==> src/rtl/stack_sequencer_if.sv <==
// -----------------------------------------------------------------------------
// stack_sequencer_if
// Opcode issue channel between the stack sequencer and the execution unit.
//
// Handshake: the master raises op_valid with op_code and holds both stable
// until the slave answers with op_ready; the transfer completes on the first
// rising CLK edge where op_valid and op_ready are both high. op_ready may be
// high before op_valid rises. An asynchronous reset of the master may drop
// op_valid without a transfer.
//
// Signals:
//   op_valid  master -> slave  opcode offered
//   op_code   master -> slave  8-bit opcode, stable while op_valid=1
//   op_ready  slave  -> master slave accepts op_code this cycle
// -----------------------------------------------------------------------------
interface stack_sequencer_if;
   logic       op_valid;
   logic [7:0] op_code;
   logic       op_ready;

   modport master (output op_valid, output op_code, input op_ready);
   modport slave  (input op_valid, input op_code, output op_ready);
endinterface

==> src/rtl/stack_sequencer.sv <==
// -----------------------------------------------------------------------------
// stack_sequencer
// Instruction sequencer of the stack processor. Owns the program counter and
// the step prescaler, fetches opcodes from the instruction ROM, retires control
// opcodes (0x00 nop, 11xxxxxx jump, 0xFF halt) internally and issues every
// other opcode to the execution unit over the op_if handshake. The whole block
// runs on CLK; the prescaler produces a one-cycle step tick.
//
// Optional feature macro: STACK_SEQUENCER_SINGLE_STEP_EN
//   When defined, adds input 'step': a step pulse while paused in WAIT_TICK
//   fetches the next instruction as if a tick had arrived.
//
// Parameters:
//   PC_W    program counter / ROM address width (1..6)
//   TICK_W  prescaler width; step period = 2^TICK_W CLK cycles
//
// Ports:
//   CLK          system clock
//   RST          asynchronous, active-high reset
//   start        one-cycle pulse; begins execution at address 0 (IDLE/HALT)
//   pause        level; while high, step ticks are ignored
//   step         (optional) single-step pulse, honoured only while paused
//   imem_addr    ROM address, equals the PC
//   imem_data    ROM word at imem_addr, combinational
//   op_if        opcode issue channel (master side)
//   running      high in WAIT_TICK, FETCH or ISSUE
//   halted       high in HALT
//   o_dbg_state  current FSM state (IDLE=0, WAIT_TICK=1, FETCH=2, ISSUE=3,
//                HALT=4)
// -----------------------------------------------------------------------------
module stack_sequencer #(
   parameter int PC_W   = 4,
   parameter int TICK_W = 22
) (
   input  logic                 CLK,
   input  logic                 RST,
   input  logic                 start,
   input  logic                 pause,
`ifdef STACK_SEQUENCER_SINGLE_STEP_EN
   input  logic                 step,
`endif
   output logic [PC_W-1:0]      imem_addr,
   input  logic [7:0]           imem_data,
   stack_sequencer_if.master    op_if,
   output logic                 running,
   output logic                 halted,
   output logic [2:0]           o_dbg_state
);

   typedef enum logic [2:0] {
      S_IDLE      = 3'd0,
      S_WAIT_TICK = 3'd1,
      S_FETCH     = 3'd2,
      S_ISSUE     = 3'd3,
      S_HALT      = 3'd4
   } state_t;

   state_t            r_state;
   logic [PC_W-1:0]   r_pc;
   logic [TICK_W-1:0] r_tick_cnt;
   logic              r_op_valid;
   logic [7:0]        r_op_code;
   logic              r_running;
   logic              r_halted;

   logic              w_tick;
   logic              w_advance;
   logic              w_is_halt;
   logic              w_is_nop;
   logic              w_is_jump;
   logic [PC_W-1:0]   w_pc_inc;
   logic              w_start_ok;

   // Tick is the last count of the period; the counter wraps on the next edge.
   assign w_tick = &r_tick_cnt;

`ifdef STACK_SEQUENCER_SINGLE_STEP_EN
   assign w_advance = (w_tick & ~pause) | (pause & step);
`else
   assign w_advance = w_tick & ~pause;
`endif

   // Halt is tested first: 0xFF also matches the 11xxxxxx jump pattern.
   assign w_is_halt  = (imem_data == 8'hFF);
   assign w_is_nop   = (imem_data == 8'h00);
   assign w_is_jump  = (imem_data[7:6] == 2'b11);
   assign w_pc_inc   = r_pc + PC_W'(1);
   assign w_start_ok = start & ((r_state == S_IDLE) | (r_state == S_HALT));

   always_ff @(posedge CLK or posedge RST) begin
      if (RST) begin
         r_state    <= S_IDLE;
         r_pc       <= '0;
         r_tick_cnt <= '0;
         r_op_valid <= 1'b0;
         r_op_code  <= 8'h00;
         r_running  <= 1'b0;
         r_halted   <= 1'b0;
      end else begin
         // Prescaler free-runs while the machine runs, including FETCH/ISSUE,
         // so ticks landing there are simply lost rather than queued.
         if (w_start_ok) begin
            r_tick_cnt <= '0;
         end else if (r_running) begin
            r_tick_cnt <= r_tick_cnt + TICK_W'(1);
         end

         case (r_state)
            S_IDLE, S_HALT: begin
               if (start) begin
                  r_pc      <= '0;
                  r_state   <= S_WAIT_TICK;
                  r_running <= 1'b1;
                  r_halted  <= 1'b0;
               end
            end

            S_WAIT_TICK: begin
               if (w_advance) begin
                  r_state <= S_FETCH;
               end
            end

            S_FETCH: begin
               if (w_is_halt) begin
                  r_state   <= S_HALT;
                  r_running <= 1'b0;
                  r_halted  <= 1'b1;
               end else if (w_is_nop) begin
                  r_pc    <= w_pc_inc;
                  r_state <= S_WAIT_TICK;
               end else if (w_is_jump) begin
                  r_pc    <= imem_data[PC_W-1:0];
                  r_state <= S_WAIT_TICK;
               end else begin
                  r_op_code  <= imem_data;
                  r_op_valid <= 1'b1;
                  r_state    <= S_ISSUE;
               end
            end

            S_ISSUE: begin
               if (op_if.op_ready) begin
                  r_op_valid <= 1'b0;
                  r_pc       <= w_pc_inc;
                  r_state    <= S_WAIT_TICK;
               end
            end

            default: begin
               r_state    <= S_IDLE;
               r_op_valid <= 1'b0;
               r_running  <= 1'b0;
               r_halted   <= 1'b0;
            end
         endcase
      end
   end

   assign imem_addr      = r_pc;
   assign op_if.op_valid = r_op_valid;
   assign op_if.op_code  = r_op_code;
   assign running        = r_running;
   assign halted         = r_halted;
   assign o_dbg_state    = r_state;

endmodule

==> src/flat_wrapper.sv <==
// flat-port wrapper written by rule: the top's interface ports become plain ports
module stack_sequencer_flat 
#(
   parameter int PC_W   = 4,
   parameter int TICK_W = 22
)
  (CLK, RST, start, pause, imem_addr, imem_data, running, halted, o_dbg_state, op_if_op_valid, op_if_op_code, op_if_op_ready);
  stack_sequencer_if op_if_i ();
  input  logic CLK;
  input  logic RST;
  input  logic start;
  input  logic pause;
  output logic [PC_W-1:0] imem_addr;
  input  logic [7:0] imem_data;
  output logic running;
  output logic halted;
  output logic [2:0] o_dbg_state;
  output wire logic [$bits(op_if_i.op_valid)-1:0] op_if_op_valid;
  output wire logic [$bits(op_if_i.op_code)-1:0] op_if_op_code;
  input wire logic [$bits(op_if_i.op_ready)-1:0] op_if_op_ready;
  assign op_if_op_valid = op_if_i.op_valid;
  assign op_if_op_code = op_if_i.op_code;
  assign op_if_i.op_ready = op_if_op_ready;
  stack_sequencer #(.PC_W(PC_W), .TICK_W(TICK_W)) u_core (.CLK(CLK), .RST(RST), .start(start), .pause(pause), .imem_addr(imem_addr), .imem_data(imem_data), .op_if(op_if_i), .running(running), .halted(halted), .o_dbg_state(o_dbg_state));
endmodule
==> config.mk <==
export PLATFORM = sky130hd
export DESIGN_NAME = stack_sequencer_flat
export DESIGN_NICKNAME = d
export VERILOG_FILES = /design/src/rtl/stack_sequencer_if.sv /design/src/rtl/stack_sequencer.sv /design/src/flat_wrapper.sv
export SDC_FILE = /design/constraint.sdc
export NUM_CORES = 1
export LEC_CHECK = 0
export CAP_MARGIN = 20
export CORE_ASPECT_RATIO = 1.4
export CORE_UTILIZATION = 36
export CTS_CLUSTER_SIZE = 30
export DETAILED_ROUTE_END_ITERATION = 8
export PLACE_DENSITY_LB_ADDON = 0.25
export SLEW_MARGIN = 5
export SYNTH_ARGS = -nofsm -noshare
export SYNTH_HDL_FRONTEND = slang
export SYNTH_SLANG_ARGS = --single-unit
==> constraint.sdc <==
create_clock -name CLK -period 3.9 [get_ports CLK]
set_input_delay 0.78 -clock CLK [delete_from_list [all_inputs] [get_ports CLK]]
set_output_delay 0.78 -clock CLK [all_outputs]
set_load 0.01 [all_outputs]
---- Word-level counts from Yosys, hierarchy flattened ----
Index checks and enable logic that the tools add are counted.
Widths: inputs -> output; s select.
operators by class
  add/subtract/negate cells ............... 2
  multiply operators ...................... 0
  divide/modulo/power cells ............... 0
  order comparisons ....................... 0
  equal/unequal tests ..................... 14
  shift operators ......................... 0
  multiplexer cells ....................... 26
  bitwise gates (word level) .............. 9
  reduce and logical (&&, ||, !) cells .... 13
operators by type and width
  operator               count
  $mux 22                2
  $add 22x1->22 const B  1
  $reduce_and 22->1      1
  $mux 4                 5
  $mux 3                 5
  $pmux 3 s4             1
  $pmux 4 s3             1
  $ne 2x2->1 const B     5
  $reduce_and 5->1       2
  $pmux 1 s3             3
  $eq 8x8->1 const B     1
  $logic_not 8->1        1
  $mux 1                 8
  $eq 3x2->1 const B     2
  $not 1->1              6
  $reduce_and 3->1       2
  $add 4x1->4 const B    1
  $ne 2x1->1 const B     2
  $reduce_and 4->1       1
  $reduce_or 2->1        2
  $eq 3x1->1 const B     1
  $eq 3x3->1 const B     1
  $logic_not 3->1        1
  $ne 3x1->1 const B     1
  other kinds (7)        8
storage, ports and cells
  flip-flop bits (word level) ............. 40
  bits in latches ......................... 0
  RAM bits ................................ 0
  memory bits (read-only) ................. 0
  input bits .............................. 13
  output and inout bits ................... 18
  word-level logic and storage cells ...... 71
  memories ................................ 0

---- Longest topological paths before layout ----
Gate-level depths: netlist of the first run.
  depth after elaboration ................. 5
  gate-level depth with buffers ........... 7
  gate-level depth less buffers ........... 6

---- Least setup slack after synthesis of the first run ----
No wires, ideal clock.
  kind .................................... input port to flip-flop
  start point ............................. in imem_data[2]
  end point ............................... reg u_core.r_pc[0], in the netlist u_core.imem_addr[0]
  library setup time ...................... 0.125 ns
  arrival time ............................ 2.001 ns
  required time ........................... 3.775 ns
  setup slack ............................. 1.774 ns
  stages on the path ...................... 5
  buffers on the path ..................... 0
  cells stage by stage .................... nor4_1 -> a21oi_1 -> and3_4 -> a211o_4 -> mux2_4
on the way
  cells in the longest elaborated chain, start to end .. 4
  elaborated cells between the ends (all ways) .. 8
  classes of those cells .................. eq/ne: 3; mux: 3; reduce/logical: 2
ends and longest elaborated chain
  item                  RTL line                text
  from (decl)           flat_wrapper.sv:14      input logic [7:0] imem_data;
  $logic_not 8->1       stack_sequencer.sv:85   assign w_is_nop = (imem_data == 8'h00);
  $mux 4                stack_sequencer.sv:129  end else if (w_is_nop) begin
  $mux 4                stack_sequencer.sv:125  if (w_is_halt) begin
  $pmux 4 s3            stack_sequencer.sv:108  case (r_state)
  to (signal assigned)  stack_sequencer.sv:130  r_pc <= w_pc_inc;
  to (signal assigned)  stack_sequencer.sv:133  r_pc <= imem_data[PC_W-1:0];
  to (signal assigned)  stack_sequencer.sv:145  r_pc <= w_pc_inc;
  to (decl)             stack_sequencer.sv:59   logic [PC_W-1:0] r_pc;
Parallel ways exist; a longest one is shown, timed or not. The select of a mux whose other input is x is not followed.
A chain may end at the register's enable or synchronous reset.

---- Worst setup path after layout of the first run ----
  start point ............................. in imem_data[2]
  end point ............................... reg u_core.r_pc[1], in the netlist u_core.imem_addr[1]
The elaborated chain is that of the path after synthesis.

==> summary.txt, run 1 <==
Setup path
  • Worst path bufs/invs: 1
  • Critical-path top delay cell: clkdlybuf4s50_1
  • Crit start category: input port
  • Crit Path Category: input port to flip-flop
  • Worst Path Arrival: 2.68 ns
  • Setup crit end kind: flip-flop
  • CP required: 4.07 ns
  • Delay-heaviest family, CP: simple AND/OR/NAND/NOR gates
  • Crit-path max FO: 11
  • Max stage delay on crit path: 0.49 ns
  • Cell Chain, Critical Path: clkdlybuf4s50_1 -> nor4_1 -> a21oi_1 -> and3_4 -> a211o_4 -> mux2_4

Routing
  • WL/cell: 13.8 um
  • DRC: 0
  • Iteration-0 DRC Markers: 63
  • Antenna viol nets, final: 0
  • Via count: 1,513
  • Initial DRT Pass Iterations: 4
  • Final wirelength: 4.04 mm
  • Via density: 5.16

Logic synthesis
  • Synthesized area: 2010 sq um
  • Post-Syn Nets: 211
  • Sequential area share after synthesis: 0.499
  • Yosys reg bits: 40
  • Warning count from the yosys run: 0
  • Post-synth EDFFs: 0
  • Synth cell types: 37
  • Syn Area/Cell: 10.2 sq um
  • Dominant synthesized flop cell: dfrtp_1
  • Ys async rst share: 1.00
  • Synthesized instance count: 196

Global route
  • Number of global-route vias before repair: 1,540
  • Initial antenna violation count: 0
  • Largest net degree at the start of global routing: 41
  • GRT met1 Usage: 0.182
  • Tot GR Track Use: 0.155
  • Busiest grt layer: met2
  • Global-route wire length before repair: 7.11 mm
  • Total grt overflow: 0
  • M2 GR Usage: 0.272
  • M3 GR Usage: 0.0404

Floorplanning
  • Height of the chip: 90.3 um
  • Row count: 31
  • Initial core utilization: 0.380
  • Die width: 65.1 um
  • Core ar.: 5280 sq um
  • Die ar.: 5880 sq um
  • IO Count: 31

Placed design
  • Placed cell count: 285
  • GPL Wtd Cong: 0.737
  • Dpl ws: 1.08 ns
  • Dpl cell area: 2370 sq um
  • Placed wire-length estimate: 2.95 mm
  • Number of I/O port buffers: 30

Pwr
  • Final Power: 0.971 mW
  • PwrDens: 394 nW/um^2
  • Static leakage: 1.05 nW
  • VDD IR-drop max: 0.330 mV

STA
  • Worst slew pin tran: 0.687 ns
  • Clk_skew: 0.00316 ns
  • Setup Viol. Count Final: 0
  • Min Tclk post-route: 2.51 ns
  • Worst-case hold slack: 0.508 ns
  • Fmax: 398 MHz
  • Final hold vios: 0
  • Fin worst setup slack: 1.39 ns
  • Crit share post-route: 0.644
  • TNS Setup: 0 ns
  • Worst slew margin: 0.541
  • Count of pins over their slew limit: 0
  • RSZ-0062 raised after global routing: false

Cells and area
  • Register area: 1000 sq um
  • Final net count: 241
  • N_diodes: 0
  • Final non-filler cell area: 2460 sq um
  • Share of layout cells above drive strength 1: 0.110
  • Filler cells: 519
  • Fin cells: 293
  • Area delta synth->final: 22.8%
  • Footprint of the multi-input gates: 950 sq um
  • Post-layout util: 0.467

Clocking
  • Resized Gates After CTS: 0
  • Max Root-Sink Buffers: 2
  • TritonCTS clock tree: yes
  • TritonCTS buffer count: 5
  • Clock transition at the registers of the reported paths: 0.07 ns
  • TritonCTS Sinks: 40
  • Worst-skew pair later-pin latency: 0.28 ns
  • Root Buffer: clkbuf_8
  • CTS Hold Bufs: 0
  • H-tree depth: 2
  • Post-CTS setup buffers: 0

Job
  • Maxcap violations: 0

Outcome
  • Status: completed

Min path
  • Worst Hold Class: flip-flop to flip-flop
[worst paths after layout]
kind / from / end / slack (ns) / cells after the start
worst max-delay path: imem_data[2] / u_core.imem_addr[1]$_DFFE_PP0P_ / 1.39 / 6
worst min-delay path: u_core.op_if.op_code[0]$_DFFE_PP0P_ / u_core.op_if.op_code[0]$_DFFE_PP0P_ / 0.51 / 1
worst max register to register: u_core.o_dbg_state[1]$_DFFE_PP0P_ / u_core.imem_addr[1]$_DFFE_PP0P_ / 1.69 / 4
worst min register to register: u_core.op_if.op_code[0]$_DFFE_PP0P_ / u_core.op_if.op_code[0]$_DFFE_PP0P_ / 0.51 / 1
max in group asynchronous: RST / u_core.r_tick_cnt[0]$_DFFE_PP0P_ / 2.64 / 3
min in group asynchronous: RST / u_core.op_if.op_code[7]$_DFFE_PP0P_ / 0.91 / 3
[cell families after synthesis]
| family | after synthesis | share of synthesized area |
|---|---|---|
| compound gates | 22 | 0.0724 |
| xor+xnor | 21 | 0.0917 |
| fa+ha+maj | 2 | 0.0125 |
| buf+inv | 15 | 0.0299 |
| flops | 40 | 0.499 |
| mux | 13 | 0.0749 |
| simple gates | 83 | 0.220 |
[state kept, by name (all words and copies together) (netlist names)]
register               cells
u_core.running             1
u_core.r_tick_cnt         22
u_core.op_if.op_valid      1
u_core.op_if.op_code       8
u_core.imem_addr           4
u_core.o_dbg_state         3
u_core.halted              1
[layout make-up]
class / count / share of cell area
repair buffers: 32 / 0.128
clock inverters: 2 / 0.00406
clock buffers: 6 / 0.0335
well taps: 66 / 0.0335
inverters: 6 / 0.00914
multi-input cells: 141 / 0.385
flip-flops and latches: 40 / 0.406
[report_power, final]
| group | internal (mW) | switching, mW |
|---|---|---|
| Clock | 0.141 | 0.135 |
| Sequential | 0.477 | 0.0689 |
| Combinational | 0.0715 | 0.0782 |
| Total | 0.689 | 0.282 |
[worst register-to-register path: cells and delay by family (launching register included)]
kind / cells / cell delay (ns)
AOI/OAI and AO/OA: 1 / 0.17
and+or+nand+nor: 2 / 1.06
muxes: 1 / 0.30
DFF: 1 / 0.58
[synth_stat cells (all sizes together) (3+ instances only)]
cell	instances	area, sq um
a21oi	8	40.0
and3	5	36.3
and4	4	35.0
buf	3	15.0
clkbuf	6	22.5
dfrtp	40	1000
inv	6	22.5
mux2	10	120
mux2i	3	30.0
nand2	13	48.8
nand2b	5	31.3
nand3	7	35.0
nand4	10	62.6
nor2	26	97.6
nor4	3	25.0
o21ai	5	25.0
or3	3	18.8
xnor2	5	43.8
xor2	16	140
[placed cells by master, fill, tap and decap left out, drive strengths merged]
master	count
a22oi	1
mux2	10
dfrtp	40
xor2	16
nor3	2
mux2i	3
a211o	1
and3	5
ha	2
nand3b	1
buf	2
a221oi	1
or3	3
inv	6
nand4	10
nor2	26
o32ai	2
nand2	13
o31ai	1
and4	4
a21o	1
clkbuf	6
xnor2	5
clkdlybuf4s50	30
o22ai	1
and2	1
nor4	3
o21bai	1
nand3	7
o21ai	5
clkinv	2
nor3b	2
nor2b	1
nand2b	5
a21oi	8
[per-layer routing]
metal | vias to the layer above | wire length, um
met5 | - | 0
met4 | 0 | 37
met3 | 4 | 156
met2 | 31 | 2060
met1 | 734 | 1780
li1 | 744 | -
Note: power is estimated with default switching activity, not from simulation.
==> inputs of run 2 (changes only) <==
==> constraint.sdc (replaced) <==
create_clock -name CLK -period 2.6 [get_ports CLK]
set_input_delay 0.52 -clock CLK [delete_from_list [all_inputs] [get_ports CLK]]
set_output_delay 0.52 -clock CLK [all_outputs]
set_load 0.01 [all_outputs]
==> run 2 against run 1 <==
Effect of this change:
- non-clock buffer count is 3 higher
- die area stayed put
- setup slack worse by 0.94 ns
- clock-buffer cell count stayed put
- critical path type unchanged
==> summary.txt, run 2 (synthesized netlist as in run 1, its figures left out) <==
Clocking
  • Resized Gates After CTS: 0
  • Max Root-Sink Buffers: 2
  • TritonCTS Sinks: 40
  • Clock transition at the registers of the reported paths: 0.08 ns
  • Post-CTS setup buffers: 0
  • TritonCTS clock tree: yes
  • H-tree depth: 2
  • Worst-skew pair later-pin latency: 0.29 ns
  • CTS Hold Bufs: 0
  • TritonCTS buffer count: 5
  • Root Buffer: clkbuf_8

Floorplanning
  • Core ar.: 5280 sq um
  • Row count: 31
  • IO Count: 31
  • Die ar.: 5880 sq um
  • Die width: 65.1 um
  • Height of the chip: 90.3 um
  • Initial core utilization: 0.380

Global route
  • Total grt overflow: 0
  • Global-route wire length before repair: 7.01 mm
  • Number of global-route vias before repair: 1,531
  • Tot GR Track Use: 0.154
  • Largest net degree at the start of global routing: 41
  • Initial antenna violation count: 0

STA
  • Fmax: 464 MHz
  • Count of pins over their slew limit: 0
  • Crit share post-route: 0.829
  • RSZ-0062 raised after global routing: false
  • Setup Viol. Count Final: 0
  • Worst slew margin: 0.659
  • Final hold vios: 0
  • TNS Setup: 0 ns
  • Worst-case hold slack: 0.515 ns
  • Worst slew pin tran: 0.508 ns
  • Min Tclk post-route: 2.15 ns
  • Clk_skew: 0.00731 ns

Setup path
  • Max stage delay on crit path: 0.52 ns
  • Cell Chain, Critical Path: clkdlybuf4s50_1 -> nand4_1 -> or3_1 -> nor2_1 -> a211o_4 -> mux2_4
  • Critical-path top delay cell: clkdlybuf4s50_1
  • Register-to-register setup slack: 0.72 ns
  • Worst Path Arrival: 2.33 ns
  • Crit-path max FO: 4
  • Crit start category: input port
  • Crit Path Category: input port to flip-flop
  • Worst path bufs/invs: 1
  • CP required: 2.78 ns
  • Setup crit end kind: flip-flop
  • Delay-heaviest family, CP: simple AND/OR/NAND/NOR gates

Pwr
  • Static leakage: 1.07 nW
  • PwrDens: 617 nW/um^2
  • VDD IR-drop max: 0.393 mV

Placed design
  • Dpl cell area: 2390 sq um
  • Number of I/O port buffers: 30
  • GPL Wtd Cong: 0.807
  • Placed wire-length estimate: 2.94 mm
  • Placed cell count: 288

Job
  • Maxcap violations: 0

Cells and area
  • Filler cells: 532
  • Max reg flops: 22
  • N_diodes: 0
  • Footprint of the multi-input gates: 950 sq um
  • Share of layout cells above drive strength 1: 0.117
  • Most flops, register: u_core.r_tick_cnt
  • Register area: 1000 sq um
  • Final net count: 244
  • Final non-filler cell area: 2500 sq um
  • Commonest cells after routing, fill and taps aside: dfrtp_1, clkdlybuf4s50_1, nor2_1
  • Fin cells: 296
  • Post-layout util: 0.474
  • Area delta synth->final: 24.7%
  • Most common cell after layout, fill and taps aside: dfrtp_1

Routing
  • Iteration-0 DRC Markers: 47
  • Via count: 1,519
  • Via density: 5.13
  • Antenna viol nets, final: 0
  • Final wirelength: 4.15 mm
  • DRC: 0
  • Initial DRT Pass Iterations: 4
  • WL/cell: 14.0 um

Outcome
  • Status: completed

Min path
  • Worst Hold Class: flip-flop to flip-flop
run 2: per-stage QoR:
step	total power, mW	worst slack, ns
6_report	1.54	0.445
2_1_floorplan	0.974	0.734
3_3_place_gp	1.05	0.177
4_1_cts	1.57	0.456
5_1_grt	1.64	0.337
3_5_place_dp	1.06	0.153
run 2: power by group:
| group | internal, mW | switching (mW) | leakage, nW |
|---|---|---|---|
| registers | 0.715 | 0.105 | 0.496 |
| clock network | 0.285 | 0.214 | 0.0552 |
| logic | 0.107 | 0.119 | 0.515 |
| total | 1.11 | 0.437 | 1.07 |
run 2: area by class of cell:
class	instances	area share
sequential	40	0.400
clock buffer	6	0.0290
tap	66	0.0330
clock inverter	2	0.0140
inverter	6	0.00900
timing repair buffer	35	0.135
multi-input combinational	141	0.380
run 2: routing by layer:
metal | routed length [um] | up-vias | share of wire | global-route usage
met2 | 2180 | 28 | 0.52 | 0.269
met5 | 0 | - | 0 | 0
met1 | 1750 | 741 | 0.42 | 0.180
met3 | 170 | 5 | 0.041 | 0.0455
li1 | - | 745 | - | -
met4 | 45 | 0 | 0.011 | 0.0435
run 2: final timing paths:
kind	from	end	depth (start not counted)
setup / recovery	imem_data[4]	u_core.imem_addr[1]$_DFFE_PP0P_	6
min in group asynchronous	RST	u_core.op_if.op_code[5]$_DFFE_PP0P_	3
max in group asynchronous	RST	u_core.r_tick_cnt[1]$_DFFE_PP0P_	3
setup reg to reg	u_core.running$_DFFE_PP0P_	u_core.r_tick_cnt[11]$_DFFE_PP0P_	5
hold / removal	u_core.op_if.op_code[0]$_DFFE_PP0P_	u_core.op_if.op_code[0]$_DFFE_PP0P_	1
hold reg to reg	u_core.op_if.op_code[0]$_DFFE_PP0P_	u_core.op_if.op_code[0]$_DFFE_PP0P_	1
==> inputs of run 3 (changes only) <==
==> constraint.sdc (replaced) <==
create_clock -name CLK -period 2.2 [get_ports CLK]
set_input_delay 0.44 -clock CLK [delete_from_list [all_inputs] [get_ports CLK]]
set_output_delay 0.44 -clock CLK [all_outputs]
set_load 0.01 [all_outputs]
==> run 3 against run 2 <==
Effect of this change:
- global-route usage rose by 0.54 points
- worst hold slack lost 0.0052 ns
- sequential share of layout area decreased by 0.71 points
- sequential power grew 19%
- combinational power increased by 20%
- clock-buffer cell count is the same
- critical path depth is the same
==> summary.txt, run 3 (synthesized netlist as in run 1, its figures left out) <==
Outcome
  • Status: completed

Floorplanning
  • Core ar.: 5280 sq um
  • Height of the chip: 90.3 um
  • IO Count: 31
  • Initial core utilization: 0.380
  • Die ar.: 5880 sq um
  • Die width: 65.1 um
  • Row count: 31

Setup path
  • Worst path bufs/invs: 1
  • CP startpoint: imem_data[1]
  • Crit-path max FO: 4
  • CP required: 2.38 ns
  • Crit Path Category: input port to flip-flop
  • Delay-heaviest family, CP: simple AND/OR/NAND/NOR gates
  • R2R depth: 6
  • FF-to-FF Start: u_core.running$_DFFE_PP0P_
  • Crit start category: input port
  • Max stage delay on crit path: 0.52 ns
  • Worst Path Arrival: 2.17 ns
  • Cell Chain, Critical Path: clkdlybuf4s50_1 -> nand4_1 -> or3_1 -> nor2_1 -> a211o_4 -> mux2_4
  • Setup crit end kind: flip-flop
  • Critical-path top delay cell: clkdlybuf4s50_1
  • Levels on crit path: 6

Cells and area
  • Commonest cells after routing, fill and taps aside: dfrtp_1, clkdlybuf4s50_1, nor2_1
  • Most flops, register: u_core.r_tick_cnt
  • Share of layout cells above drive strength 1: 0.151
  • N_diodes: 0
  • Most common cell after layout, fill and taps aside: dfrtp_1
  • Final net count: 254
  • Area delta synth->final: 26.9%
  • Max reg flops: 22
  • Fin cells: 305

Global route
  • Number of global-route vias before repair: 1,593
  • Global-route wire length before repair: 7.26 mm
  • Tot GR Track Use: 0.160
  • Total grt overflow: 0
  • Largest net degree at the start of global routing: 41
  • Initial antenna violation count: 0

Routing
  • Initial DRT Pass Iterations: 4
  • WL/cell: 13.7 um
  • Via density: 5.20
  • Final wirelength: 4.18 mm
  • Antenna viol nets, final: 0
  • DRC: 0
  • Iteration-0 DRC Markers: 72
  • Via count: 1,585

Pwr
  • PwrDens: 667 nW/um^2
  • Logic pwr share: 0.160
  • Sequential Power Share: 0.572
  • VDD IR-drop max: 0.453 mV
  • Pint: 1.19 mW
  • Sw Ratio: 0.298
  • NetSw: 0.507 mW
  • Static leakage: 1.10 nW
  • Clock network power share: 0.268

Clocking
  • TritonCTS clock tree: yes
  • Clock transition at the registers of the reported paths: 0.07 ns
  • Root Buffer: clkbuf_8
  • TritonCTS buffer count: 5
  • H-tree depth: 2
  • Worst-skew pair later-pin latency: 0.29 ns
  • Max Root-Sink Buffers: 2
  • CTS Hold Bufs: 0
  • TritonCTS Sinks: 40
  • Resized Gates After CTS: 0
  • Post-CTS setup buffers: 0

STA
  • Final hold vios: 0
  • Setup Viol. Count Final: 0
  • Worst slew pin tran: 0.506 ns
  • Crit share post-route: 0.907
  • Clk_skew: 0.00896 ns
  • Fmax: 501 MHz
  • Worst slew margin: 0.662
  • Worst-case hold slack: 0.510 ns
  • RSZ-0062 raised after global routing: false
  • TNS Setup: 0 ns
  • Count of pins over their slew limit: 0
  • Min Tclk post-route: 1.99 ns

Placed design
  • Number of I/O port buffers: 30
  • Placed cell count: 298
  • Placed wire-length estimate: 2.89 mm
  • GPL Wtd Cong: 0.739

Min path
  • Min-delay src: u_core.op_if.op_code[0]$_DFFE_PP0P_
  • WHS Path Cells: 1
  • Worst Hold Class: flip-flop to flip-flop

Job
  • Maxcap violations: 0
## run 3: cell count changes in the layout (fill, tap and decap cells not counted), sizes merged
cell    previous run  this run
buf                5        15
bufinv             1         0
## run 3: routing by layer
layer / track usage / share of wire / routed length [um]
met5: 0 / 0 / 0
met4: 0.0543 / 0.014 / 59
met3: 0.0379 / 0.032 / 132
met2: 0.280 / 0.50 / 2100
met1: 0.187 / 0.45 / 1890
## run 3: through the flow
step | util | worst slack [ns] | total power [mW] | instance area (sq um)
after floorplan | - | 0.414 | 1.15 | 2010
after global placement | 0.468 | -0.0534 | 1.24 | 2470
after detailed placement | 0.468 | -0.0787 | 1.25 | 2470
after CTS | 0.483 | 0.214 | 1.72 | 2550
after global routing | 0.483 | 0.113 | 1.81 | 2550
final | 0.483 | 0.206 | 1.70 | 2550
## run 3: worst reg2reg max path: stages, from the launching register on
cell and delay (ns):
dfrtp_1 0.53, nand4_1 0.30, nor3_2 0.25, buf_4 0.18
and3_1 0.18, xnor2_1 0.12, nor2_1 0.05
## run 3: final timing paths
kind,endpoint,slack (ns)
max,u_core.imem_addr[0]$_DFFE_PP0P_,0.21
min,u_core.op_if.op_code[0]$_DFFE_PP0P_,0.51
max reg2reg,u_core.r_tick_cnt[11]$_DFFE_PP0P_,0.47
min reg2reg,u_core.op_if.op_code[0]$_DFFE_PP0P_,0.51
max in group asynchronous,u_core.r_tick_cnt[11]$_DFFE_PP0P_,1.27
min in group asynchronous,u_core.op_if.op_code[7]$_DFFE_PP0P_,0.56
## run 3: area by class of cell
class                      count  area, sq um
sequential                    40         1000
inverter                       6         22.5
tap                           66         82.6
clock inverter                 1         5.00
fill                         521         2730
multi-input combinational    141          950
timing repair buffer          45          413
clock buffer                   6         72.6
## run 3: power by group through the flow
stage / registers, mW / clock network [mW] / logic [mW]
3_5_place_dp: 0.977 / 0 / 0.274
2_1_floorplan: 0.953 / 0 / 0.198
4_1_cts: 0.967 / 0.476 / 0.276
6_report: 0.972 / 0.456 / 0.272
5_1_grt: 0.989 / 0.503 / 0.320
3_3_place_gp: 0.975 / 0 / 0.268
